$ cat config.mk
export PLATFORM = sky130hd
export DESIGN_NAME = branch_predictor
export DESIGN_NICKNAME = d
export VERILOG_FILES = /design/src/rtl/branch_predictor.sv
export SDC_FILE = /design/constraint.sdc
export NUM_CORES = 1
export LEC_CHECK = 0
export ABC_AREA = 1
export ABC_CLOCK_PERIOD_IN_PS = 9420
export CAP_MARGIN = 15
export CORE_UTILIZATION = 50
export DETAILED_ROUTE_END_ITERATION = 6
export HOLD_SLACK_MARGIN = 0.1
export PLACE_DENSITY = 0.74
export SKIP_CTS_REPAIR_TIMING = 1
export SLEW_MARGIN = 40
export SYNTH_ARGS = -nofsm -noshare
export SYNTH_HDL_FRONTEND = slang
export SYNTH_SLANG_ARGS = --single-unit
$ cat constraint.sdc
create_clock -name clk -period 9.42 [get_ports clk]
set_input_delay 1.884 -clock clk [delete_from_list [all_inputs] [get_ports clk]]
set_output_delay 1.884 -clock clk [all_outputs]
set_load 0.05 [all_outputs]
$ cat src/rtl/branch_predictor.sv
// Direct-mapped BTB with 2-bit saturating counters. It predicts the next PC in the
// same cycle and is trained by resolved conditional branches. Two statistics counters saturate.
module branch_predictor #(
  parameter int DATA_W = 16,
  parameter int IDX_W  = 4,
  parameter int CNT_W  = 16
) (
  input  logic              clk,
  input  logic              rst,
  input  logic [DATA_W-1:0] fetch_pc,
  output logic              predict_taken,
  output logic [DATA_W-1:0] predict_pc,
  input  logic              update_valid,
  input  logic [DATA_W-1:0] update_pc,
  input  logic              update_taken,
  input  logic [DATA_W-1:0] update_target,
  input  logic              update_predicted,
  output logic              mispredict,
  output logic [CNT_W-1:0]  stat_branches,
  output logic [CNT_W-1:0]  stat_mispredicts
);

  localparam int ENTRIES = 1 << IDX_W;
  localparam int TAG_W   = DATA_W - IDX_W - 2;

  logic [ENTRIES-1:0] valid;
  logic [1:0]         ctr     [ENTRIES];
  logic [TAG_W-1:0]   tag_mem [ENTRIES];
  logic [DATA_W-1:0]  tgt_mem [ENTRIES];

  logic [IDX_W-1:0] f_idx, u_idx;
  logic [TAG_W-1:0] f_tag, u_tag;
  logic             f_hit, u_hit;
  logic             unused_pc_lsb;

  function automatic logic [1:0] ctr_sat(input logic [1:0] c, input logic up);
    if (up) return (c == 2'b11) ? c : c + 2'b01;
    else    return (c == 2'b00) ? c : c - 2'b01;
  endfunction

  function automatic logic [CNT_W-1:0] cnt_sat(input logic [CNT_W-1:0] c);
    return (&c) ? c : c + CNT_W'(1);
  endfunction

  // Lookup: purely combinational from the registered table, with no bypass of a same-cycle update
  assign f_idx         = fetch_pc[IDX_W+1:2];
  assign f_tag         = fetch_pc[DATA_W-1:IDX_W+2];
  assign f_hit         = valid[f_idx] && (tag_mem[f_idx] == f_tag);
  assign predict_taken = f_hit && ctr[f_idx][1];
  assign predict_pc    = predict_taken ? tgt_mem[f_idx] : fetch_pc + DATA_W'(4);

  assign u_idx         = update_pc[IDX_W+1:2];
  assign u_tag         = update_pc[DATA_W-1:IDX_W+2];
  assign u_hit         = valid[u_idx] && (tag_mem[u_idx] == u_tag);
  assign mispredict    = update_valid && (update_taken != update_predicted);
  assign unused_pc_lsb = ^update_pc[1:0];

  always_ff @(posedge clk) begin
    if (rst) begin
      valid            <= '0;
      stat_branches    <= '0;
      stat_mispredicts <= '0;
      for (int i = 0; i < ENTRIES; i++) ctr[i] <= 2'b01;
    end else if (update_valid) begin
      stat_branches <= cnt_sat(stat_branches);
      if (mispredict) stat_mispredicts <= cnt_sat(stat_mispredicts);
      if (u_hit) begin
        ctr[u_idx] <= ctr_sat(ctr[u_idx], update_taken);
      end else if (update_taken) begin
        valid[u_idx] <= 1'b1;
        ctr[u_idx]   <= 2'b10;
      end
    end
  end

  // Tag/target storage has no reset; valid gates its use. A write on a hit rewrites the same tag
  always_ff @(posedge clk) begin
    if (!rst && update_valid && update_taken) begin
      tag_mem[u_idx] <= u_tag;
      tgt_mem[u_idx] <= update_target;
    end
  end

endmodule

### Word-level counts from Yosys, hierarchy flattened

Memory sizes are Yosys's and may differ from the RTL's.
Cells that the tools add are included.

* bits of input ports: 53
* register bits after elaboration: 48
* latch bits: 0
* memories: 3
* word-level logic and storage cells: 68
* bits in read-only memories: 0
* output and inout port bits: 50
* RAM bits: 448

Memory list
* tgt_mem: depth 16, width 16, rd ports 1, clocked after memory_dff 0, write ports 1, RTL line 29 `logic [DATA_W-1:0] tgt_mem [ENTRIES];`
* tag_mem: depth 16, width 10, rd ports 2, clocked after memory_dff 0, write ports 1, RTL line 28 `logic [TAG_W-1:0] tag_mem [ENTRIES];`
* ctr: depth 16, width 2, rd ports 2, clocked after memory_dff 0, write ports 16, RTL line 27 `logic [1:0] ctr [ENTRIES];`

* muxes and demuxes: 30
* order comparisons: 3
* div/mod/pow operators: 0
* $mul: 0
* reductions and logical operators: 15
* shift operators: 0
* add/subtract/negate cells: 5
* equality and inequality tests: 4
* bitwise logic cells: 5

Operator list (count)
* adder 16 x 1 -> 16 bit (second input constant): 2
* AND reduction 16 bit: 2
* == test 10 bit: 2
* 2-to-1 mux 1 bit: 17
* adder 16 x 3 -> 16 bit (second input constant): 1
* 2-to-1 mux 16 bit: 1
* 2-to-1 mux 2 bit: 8
* bitwise OR 16 bit: 1
* less-than comparator 4 x 5 -> 1 bit (second input constant): 2
* binary-select mux 1 bit (select 4 bit): 2
* logical AND 1 bit: 7
* AND reduction 3 bit: 2
* demux 1 bit (select 4 bit): 1
* greater-or-equal comparator 4 x 1 -> 1 bit (second input constant): 1
* 2-to-1 mux 4 bit: 1
* inverter 1 bit: 3
* adder 2 x 1 -> 2 bit (second input constant): 1
* == test 2 bit (second input constant): 1
* zero test 2 bit: 1
* AND reduction 2 bit: 1
* OR reduction 2 bit: 1
* subtractor 2 x 1 -> 2 bit (second input constant): 1
* zero test 1 bit: 1
* inequality test 1 bit: 1
* bitwise OR 1 bit: 1

### Depth between registers and ports, before layout

Gate-level depths: netlist (run 1).

* depth after elaboration: 10
* depth in mapped cells: 20
* gate-level depth less buffers: 17

### Worst setup path after synthesis (run 1)

OpenSTA, ideal clock, no wires.

* path kind: input -> output
* start point: input port fetch_pc[4]
* end point: output port predict_pc[10]
* required time: 7.536 ns
* path slack: 3.775 ns
* arrival: 3.761 ns
* cell stages on the path: 12
* path buffers: 3
* cell sequence: buf_2 -> inv_1 -> clkbuf_1 -> o211ai_1 -> nand3_1 -> nand2_1 -> nand2_1 -> nand2_1 -> nor3b_2 -> buf_2 -> nand3_1 -> nand2_1

* longest elaborated chain between the ends: 5
* elaborated cells between the ends (all ways): 10
* those cells by class: add/sub (1); eq/ne (1); mux (3); reduce/logical (2); memory (3)

Ends and longest elaborated chain
* start, declared: RTL line 10 `input logic [DATA_W-1:0] fetch_pc,`
* memory read (16 x 10 bit) / binary-select mux 1 bit (select 4 bit) (equally long branches)
* == test 10 bit / 2-to-1 mux 1 bit (equally long branches): RTL line 48 `assign f_hit = valid[f_idx] && (tag_mem[f_idx] == f_tag);`
* logical AND 1 bit: RTL line 48
* logical AND 1 bit: RTL line 49 `assign predict_taken = f_hit && ctr[f_idx][1];`
* 2-to-1 mux 16 bit (*): RTL line 50 `assign predict_pc = predict_taken ? tgt_mem[f_idx] : fetch_pc + DATA_W'(4);`
* end, declared: RTL line 12 `output logic [DATA_W-1:0] predict_pc,`

Every way passes the cells marked *; elsewhere a longest branch is shown, timed or not. The select of a mux whose other input is x is not followed.

### Worst setup path in the final report (run 1)

* start point: input port fetch_pc[5]
* end point: output port predict_pc[11]

Same word-level chain as after synthesis.

==> results, run 1 <==
- The clock tree from TritonCTS is yes.
- The number of antenna-violating nets in the routed design is 0.
- The path type of the worst min-delay path is reg -> reg.
- The capture point of the critical path is predict_pc[11].
- Leaving out fill and tap cells, the most frequent cells in the layout are 615 x nand2_1, 448 x edfxtp_1, 278 x nor2_1, 276 x o21ai_0, 129 x inv_1.
- Measured against its own limit, the worst slew margin works out to 0.449.
- The half-perimeter wire length of the detailed placement result is 37800 um.
- The number of warnings printed during yosys synthesis is 0.
- Compared with the post-synthesis result, the final layout area differs by 14.4%.
- A synthesized cell averages 9.73 sq um.
- The floorplan step defined a die boundary enclosing 46100 sq um.
- The H-tree depth reported by CTS is 2.
- The first routing iteration left 2624 violations.
- The category of the critical setup timing path is in -> out.
- The number of antenna violations at the first check in global routing is 0.
- The vias per cell is 5.95.
- The startpoint type of the worst setup path is an input port.
- The clock latency reported for the late side of the worst-skew pair is 0.61 ns.
- The number of global-route vias before repair is 17100.
- Power spread over the standard cell area amounts to between 150 and 200 nW/um^2.
- The ratio of cells with drive above 1 in the final layout is 0.0628.
- For the worst flop-to-flop path, the logic depth is 15.
- Clock skew on the completed layout was measured at a little over 0.03 ns.
- The number of fill cells is roughly 3600.
- In this run the critical register-to-register path is launched from tag_mem[4][2]$_DFFE_PP_.
- The critical-path maximum fanout is 16.
- The total overflow left after global routing is 0.
- Max-cap violations in this run came to 0.
- The peak clock frequency supported by timing is between 0.1 and 0.15 GHz.
- In this run, synthesis produced a sequential element count of slightly below 500.
- The number of setup violations in the final report is 0.
- For this run, design rule violations remaining after detail routing come to 0.
- The final weighted congestion of routability-driven global placement is 0.933.
- The total routing usage reported by global routing is 0.280.
- The routed via count is approximately 18000.
- Dividing the final minimum period by the clock period gives 0.830.
- After clock tree synthesis, the clock-pin slew on the worst setup and hold paths is 0.06 ns.
- The most critical setup path has its startpoint at fetch_pc[5].
- The startpoint identified for the worst hold timing path is stat_mispredicts[15]$_SDFFE_PP0P_.
- The type of element capturing the critical path is a primary output.
- The netlist area before placement is 22600 sq um.
- The run finished with clean final reports.
- The floorplan row count is 77.
- The number of antenna diodes in the final layout is 0.
- The worst path needs 7.82 ns of the cycle, external delays included.
- The first global-routing pass estimated 98700 um of wire.
- The number of distinct library cell variants in the gate-level netlist after synthesis is 37.
- The accumulated negative setup slack is 0 ns.
- The maximum VDD drop is 0.133 mV.
- Synthesis produced a netlist with a net count of 2384.
- In the final routed layout, each cell accounts on average for 21.5 um.
- The routed design has 65000 um of wire.
- For this design, the sink count on the clock tree is roughly 500.
- Setup repair after global routing left no endpoint under its margin.
- The floorplan step set the die height to 215 um.
- The worst register-to-register path has a setup slack of 6.51 ns.
- The number of CTS-inserted buffers is 51.
- The placeable core region is 44400 sq um.
- The final number of hold-violating endpoints is 0.
- At the pin with the least slew margin, the transition time is slightly above 0.8 ns.
- The final layout net count is 2456.
- For this configuration, the core starts out at a cell density of 0.510.
- The data arrival time at the worst-slack endpoint is 5.94 ns.
- The most common cell after layout, fill and taps aside is nand2_1.
- The number of detailed-routing iterations run before antenna repair is 6.
- The register area share after synthesis is 0.637.
- The buffer cell driving the clock tree root is clkbuf_16.
- The number of top-level pins is 103.
- The required arrival time at the worst endpoint is 7.54 ns.
- In this run the cell area measured after placement is 24400 sq um.
- The number of buffers added on ports is 100.
- The overall die width is 215 um.
- In this run the critical register-to-register path is captured at ctr[3][1]$_SDFFCE_PN0P_.
- Entering global routing, the biggest net connects between 100 and 150 pins.
- The leakage power of the design is between 0.009 and 0.01 uW.
- Counting along the longest clock path gives a buffer depth of 3.
- The number of max-slew violations in the final report is 0.
- Synthesis produced 2328 cells.
- The final instance area is 25900 sq um.
-- worst min path at each step --
stage / slack, ns / to / cells after the start
2_1_floorplan: 0.44 / valid[11]$_SDFFE_PP0P_ / 2
5_1_grt: 0.51 / stat_mispredicts[15]$_SDFFE_PP0P_ / 2
6_report: 0.47 / stat_mispredicts[15]$_SDFFE_PP0P_ / 2
4_1_cts: 0.47 / stat_mispredicts[15]$_SDFFE_PP0P_ / 2
3_3_place_gp: 0.45 / stat_mispredicts[15]$_SDFFE_PP0P_ / 2
3_5_place_dp: 0.46 / stat_mispredicts[15]$_SDFFE_PP0P_ / 2
-- synth_stat cells, drive strengths merged --
cell,number,area share
buf,60,0.015
o211ai,19,0.0063
nor3b,1,0.00055
o221ai,28,0.011
a22oi,18,0.0060
o22ai,46,0.013
edfxtp,448,0.59
a211oi,2,0.00066
o21bai,5,0.0017
or2,1,0.00028
o21ba,1,0.00044
nor2,297,0.050
nand2,620,0.10
xor2,12,0.0046
a31oi,4,0.0011
a21boi,1,0.00033
o21ai,281,0.062
nor4,2,0.00055
nand4,21,0.0058
o21a,4,0.0013
a21oi,58,0.013
nor3,18,0.0040
nand3,120,0.027
dfxtp,48,0.042
clkbuf,69,0.011
inv,134,0.022
clkinv,4,0.00066
nand3b,3,0.00099
ha,3,0.0017
-- report_power, final --
group          switching [uW]  leakage (uW)  internal [uW]
clock                     825      0.000753           1060
combinational             293       0.00417            114
sequential               7.88       0.00442           2420
-- critical path: stages --
cell	delay (ns)
clkdlybuf4s50_1	0.72
nand2_1	0.12
inv_2	0.40
buf_4	0.39
nand2_1	0.09
nand2_1	0.06
inv_1	0.05
nand3_1	0.10
nand2_1	0.07
nor2_1	0.11
nand3b_1	0.09
nor2_2	0.23
buf_4	0.26
nand2_1	0.35
nand2_1	0.16
nand2_1	0.12
clkdlybuf4s50_1	0.72
-- cell type report --
| class | count | area [sq um] | area share |
|---|---|---|---|
| multi-input combinational | 1565 | 7240 | 0.280 |
| clock inverter | 21 | 136 | 0.00526 |
| timing repair buffer | 148 | 1450 | 0.0560 |
| inverter | 138 | 526 | 0.0203 |
| clock buffer | 68 | 1400 | 0.0541 |
| tap | 592 | 741 | 0.0286 |
| sequential | 496 | 14400 | 0.556 |
-- routing by layer --
metal	up-vias	GRT usage	share of wire
met5	-	0	0
li1	8215	-	-
met1	8489	0.370	0.38
met3	200	0.0467	0.11
met2	1127	0.451	0.47
met4	0	0.135	0.042
-- per-stage QoR --
stage               hold slack (ns)  total power (uW)  worst slack, ns  std cells  utilization
floorplan                     0.445              2710             3.77       2328            -
global placement              0.453              2850             1.70       2931        0.545
detailed placement            0.456              2870             1.63       2939        0.549
CTS                           0.473              4720             1.62       3028        0.583
global route                  0.508              4850             1.35       3028        0.583
finish                        0.467              4720             1.60       3028        0.583
-- logic make-up (layout without fill, tap and decap cells) --
group,count (synthesis),in the layout,share of synthesized area
XOR/XNOR,12,12,0.00464
flip-flops,496,496,0.637
AND/OR/NAND/NOR,1083,1083,0.191
AO/OA/AOI/OAI,467,467,0.117
adder cells (fa/ha/maj),3,3,0.00166
buffers and inverters,267,375,0.0489
-- state kept, by name (all words and copies together) (netlist names) --
signal	count
tgt_mem	256
ctr	32
valid	16
tag_mem	160
stat_branches	16
stat_mispredicts	16
No activity file was read; power rests on OpenSTA's default activity.
==> run 2: changes to the inputs <==
--- a/config.mk
+++ b/config.mk
@@ -6,7 +6,7 @@
 export NUM_CORES = 1
 export LEC_CHECK = 0
 export ABC_AREA = 1
-export ABC_CLOCK_PERIOD_IN_PS = 9420
+export ABC_CLOCK_PERIOD_IN_PS = 7900
 export CAP_MARGIN = 15
 export CORE_UTILIZATION = 50
 export DETAILED_ROUTE_END_ITERATION = 6
==> constraint.sdc (replaced) <==
create_clock -name clk -period 7.9 [get_ports clk]
set_input_delay 1.58 -clock clk [delete_from_list [all_inputs] [get_ports clk]]
set_output_delay 1.58 -clock clk [all_outputs]
set_load 0.05 [all_outputs]
==> results, run 2 (synthesis gave the netlist of run 1 again) <==
- The starting density of the core came to 0.510 (unchanged).
- The final reports fail on design-rule violations.
- The maximum number of pins on one net before global-route repair is 194 (was 128).
- The sequential standard cell area is 14400 sq um (unchanged).
- The category of the critical setup timing path is in -> out (unchanged).
- The required arrival time at the worst endpoint is 6.32 ns (was 7.54 ns).
- The final weighted congestion of routability-driven global placement is 0.940 (was 0.933).
- The clock tree from TritonCTS was yes (unchanged).
- The fraction of power consumed by combinational cells is 0.086 (about the same).
- The accumulated negative setup slack is 0 ns (unchanged).
- The residual DRC count is 1 (was 0).
- The peak clock frequency supported by timing is 0.148 GHz.
- The capture point of the critical path is predict_pc[13] (was predict_pc[11]).
- The relative slew slack came to 0.439 (was 0.449).
- The number of buffers on the longest clock path is 3 (unchanged).
- The placeable core region came to 44400 sq um (unchanged).
- The area taken by multi-input logic gates came to 7250 sq um (was 7240 sq um).
- The remaining global-route overflow is 0 (unchanged).
- The number of maximum-capacitance violations is 0 (unchanged).
- The number of cell instances on the worst register-to-register path was 15 (unchanged).
- The number of antenna violations at the first check in global routing is 1 (was 0).
- The floorplan row count is 77 (unchanged).
- The clock network fraction of total power is 0.405 (was 0.400).
- The final critical path time including I/O delays and setup is 6.77 ns.
- The floorplan die height is 215 um (unchanged).
- Top library cells by usage in the layout, fill and taps aside: 615 x nand2_1, 448 x edfxtp_1, 277 x nor2_1, 276 x o21ai_0, 129 x inv_1 (was 615 x nand2_1, 448 x edfxtp_1, 278 x nor2_1, 276 x o21ai_0, 129 x inv_1).
- The path type of the worst min-delay path is reg -> reg (unchanged).
- The setup skew after layout is 0.0191 ns (was 0.0309 ns).
- The average wire per standard cell is 21.4 um (was 21.5 um).
- The clock latency reported for the late side of the worst-skew pair is 0.61 ns (about the same).
- The startpoint type of the worst setup path is an input port (unchanged).
- The reported net switching power is 1370 uW (was 1130 uW).
- The most common cell after layout, fill and taps aside was nand2_1 (unchanged).
- The register with the most flip-flops is tgt_mem (unchanged).
- The reg2reg setup slack is 5.09 ns (was 6.51 ns).
- The maximum VDD drop was 0.142 mV (was 0.133 mV).
- The worst hold-check slack came to 0.466 ns (was 0.467 ns).
- The total wire length is 64600 um (was 65000 um).
- The total die area was 46100 sq um (unchanged).
- The number of CTS-inserted buffers is 53 (was 51).
- The wire length of the first global-routing pass was 97100 um (was 98700 um).
- The number of buffers added on ports was 100 (unchanged).
- The layout overhead on the synthesized area is 14.6% (was 14.4%).
- The vias per cell is 5.94 (was 5.95).
- The final layout net count is 2455 (was 2456).
- Leading registers by flop count: tgt_mem: 256 flops, tag_mem: 160 flops, ctr: 32 flops (unchanged).
- The clock sink count is 496 (unchanged).
- The total routing usage reported by global routing is 0.275 (was 0.280).
- The ratio of cells with drive above 1 in the final layout is 0.0699 (was 0.0628).
- The final instance area is 26000 sq um (was 25900 sq um).
- The clock slew at the register clock pins of the worst setup and hold paths is 0.06 ns (about the same).
- The internal power is 4310 uW (was 3590 uW).
- The timing startpoint of the critical path is fetch_pc[5] (unchanged).
- The number of detailed-routing iterations run before antenna repair was 7 (was 6).
- The total power density per cell area was 219 nW/um^2 (was 182 nW/um^2).
- The type of element capturing the critical path is a primary output (unchanged).
- The number of setup violations in the final report is 0 (unchanged).
- The end of the worst register-to-register path is ctr[11][0]$_SDFFCE_PN1P_ (was ctr[3][1]$_SDFFCE_PN0P_).
- Unrepaired setup endpoints after global routing: false (unchanged).
- The switching portion of total power is 0.242 (was 0.239).
- The relative contribution of sequential cells to total power was 0.509 (was 0.513).
- The number of antenna-violating nets in the routed design came to 0 (unchanged).
- The final number of hold-violating endpoints is 0 (unchanged).
- The violation count after the first detailed-route iteration came to 2188 (was 2624).
- The cell area after placement is 24300 sq um (was 24400 sq um).
- The post-route non-filler standard cell count was 3026 (was 3028).
- The number of max-slew violations in the final report is 0 (unchanged).
- The overall die width came to 215 um (unchanged).
- The launching point of the worst reg2reg path is tag_mem[11][2]$_DFFE_PP_ (was tag_mem[4][2]$_DFFE_PP_).
- The H-tree depth reported by CTS is 2 (unchanged).
- The routed via count is 18000 (about the same).
- The placed cell count is 2934 (was 2939).
- The critical-path maximum fanout is 18 (was 16).
- The data arrival time at the worst-slack endpoint came to 5.19 ns (was 5.94 ns).
- The number of global-route vias before repair is 17100 (about the same).
- Outcome: complete, but fails checks (was finished clean).
- The number of top-level pins came to 103 (unchanged).
- The buffer cell driving the clock tree root is clkbuf_16 (unchanged).
- The measured slew at the worst slew-check pin came to 0.841 ns (was 0.825 ns).
- The leakage power of the design was 0.00937 uW (was 0.00934 uW).
- The half-perimeter wire length of the detailed placement result is 37300 um (was 37800 um).
- The number of fill cells is 3564 (was 3571).
- The number of flip-flops in the largest register is 256 (unchanged).
- Dividing the final minimum period by the clock period gives 0.857.
[run 2: how the worst min path moves through the flow]
stage	start	endpoint	cells after the start
after floorplan	valid[11]$_SDFFE_PP0P_	valid[11]$_SDFFE_PP0P_	2
after global placement	stat_mispredicts[15]$_SDFFE_PP0P_	stat_mispredicts[15]$_SDFFE_PP0P_	2
after detailed placement	stat_mispredicts[15]$_SDFFE_PP0P_	stat_mispredicts[15]$_SDFFE_PP0P_	2
after CTS	stat_mispredicts[15]$_SDFFE_PP0P_	stat_mispredicts[15]$_SDFFE_PP0P_	2
after global routing	stat_mispredicts[15]$_SDFFE_PP0P_	stat_mispredicts[15]$_SDFFE_PP0P_	2
final	stat_mispredicts[15]$_SDFFE_PP0P_	stat_mispredicts[15]$_SDFFE_PP0P_	2
[run 2: final cells by class]
class | count | area share
Timing Repair Buffer | 145 | 0.0552
Tap cell | 592 | 0.0285
Multi-Input combinational cell | 1565 | 0.279
Sequential cell | 496 | 0.555
Clock inverter | 23 | 0.00670
Antenna cell | 1 | 0.0000964
Clock buffer | 66 | 0.0542
Inverter | 138 | 0.0205
[run 2: metal layers]
layer / wire (um) / vias to the layer above / share of wire / GRT usage
met4: 2480 / 0 / 0.038 / 0.127
met3: 6550 / 165 / 0.10 / 0.0413
met5: 0 / - / 0 / 0
met1: 24800 / 8572 / 0.38 / 0.367
li1: - / 8185 / - / -
met2: 30800 / 1065 / 0.48 / 0.445
[run 2: power groups by stage]
| stage | clock (uW) | combinational (uW) | sequential (uW) |
|---|---|---|---|
| after global placement | 0 | 462 | 2940 |
| after global routing | 2420 | 528 | 2890 |
| after CTS | 2320 | 478 | 2890 |
| after detailed placement | 0 | 475 | 2940 |
| final | 2300 | 488 | 2890 |
| after floorplan | 0 | 286 | 2950 |
[run 2: worst max-delay path: stages]
cell and delay (ns):
clkdlybuf4s50_1 0.67, inv_2 0.35, nor2_2 0.20, buf_4 0.39, nand2_1 0.11, nand3_1 0.26
nand3_1 0.11, nor2_1 0.12, nand2_1 0.06, nor2_1 0.25, nand2_1 0.17, nand2_1 0.10
nand2_1 0.08, clkdlybuf4s50_1 0.71
[run 2: stage by stage]
step | util | total power (uW) | setup slack [ns]
4_1_cts | 0.583 | 5680 | 1.22
5_1_grt | 0.584 | 5830 | 1.00
3_5_place_dp | 0.548 | 3420 | 1.23
3_3_place_gp | 0.544 | 3410 | 0.931
2_1_floorplan | - | 3230 | 2.86
6_report | 0.584 | 5680 | 1.13
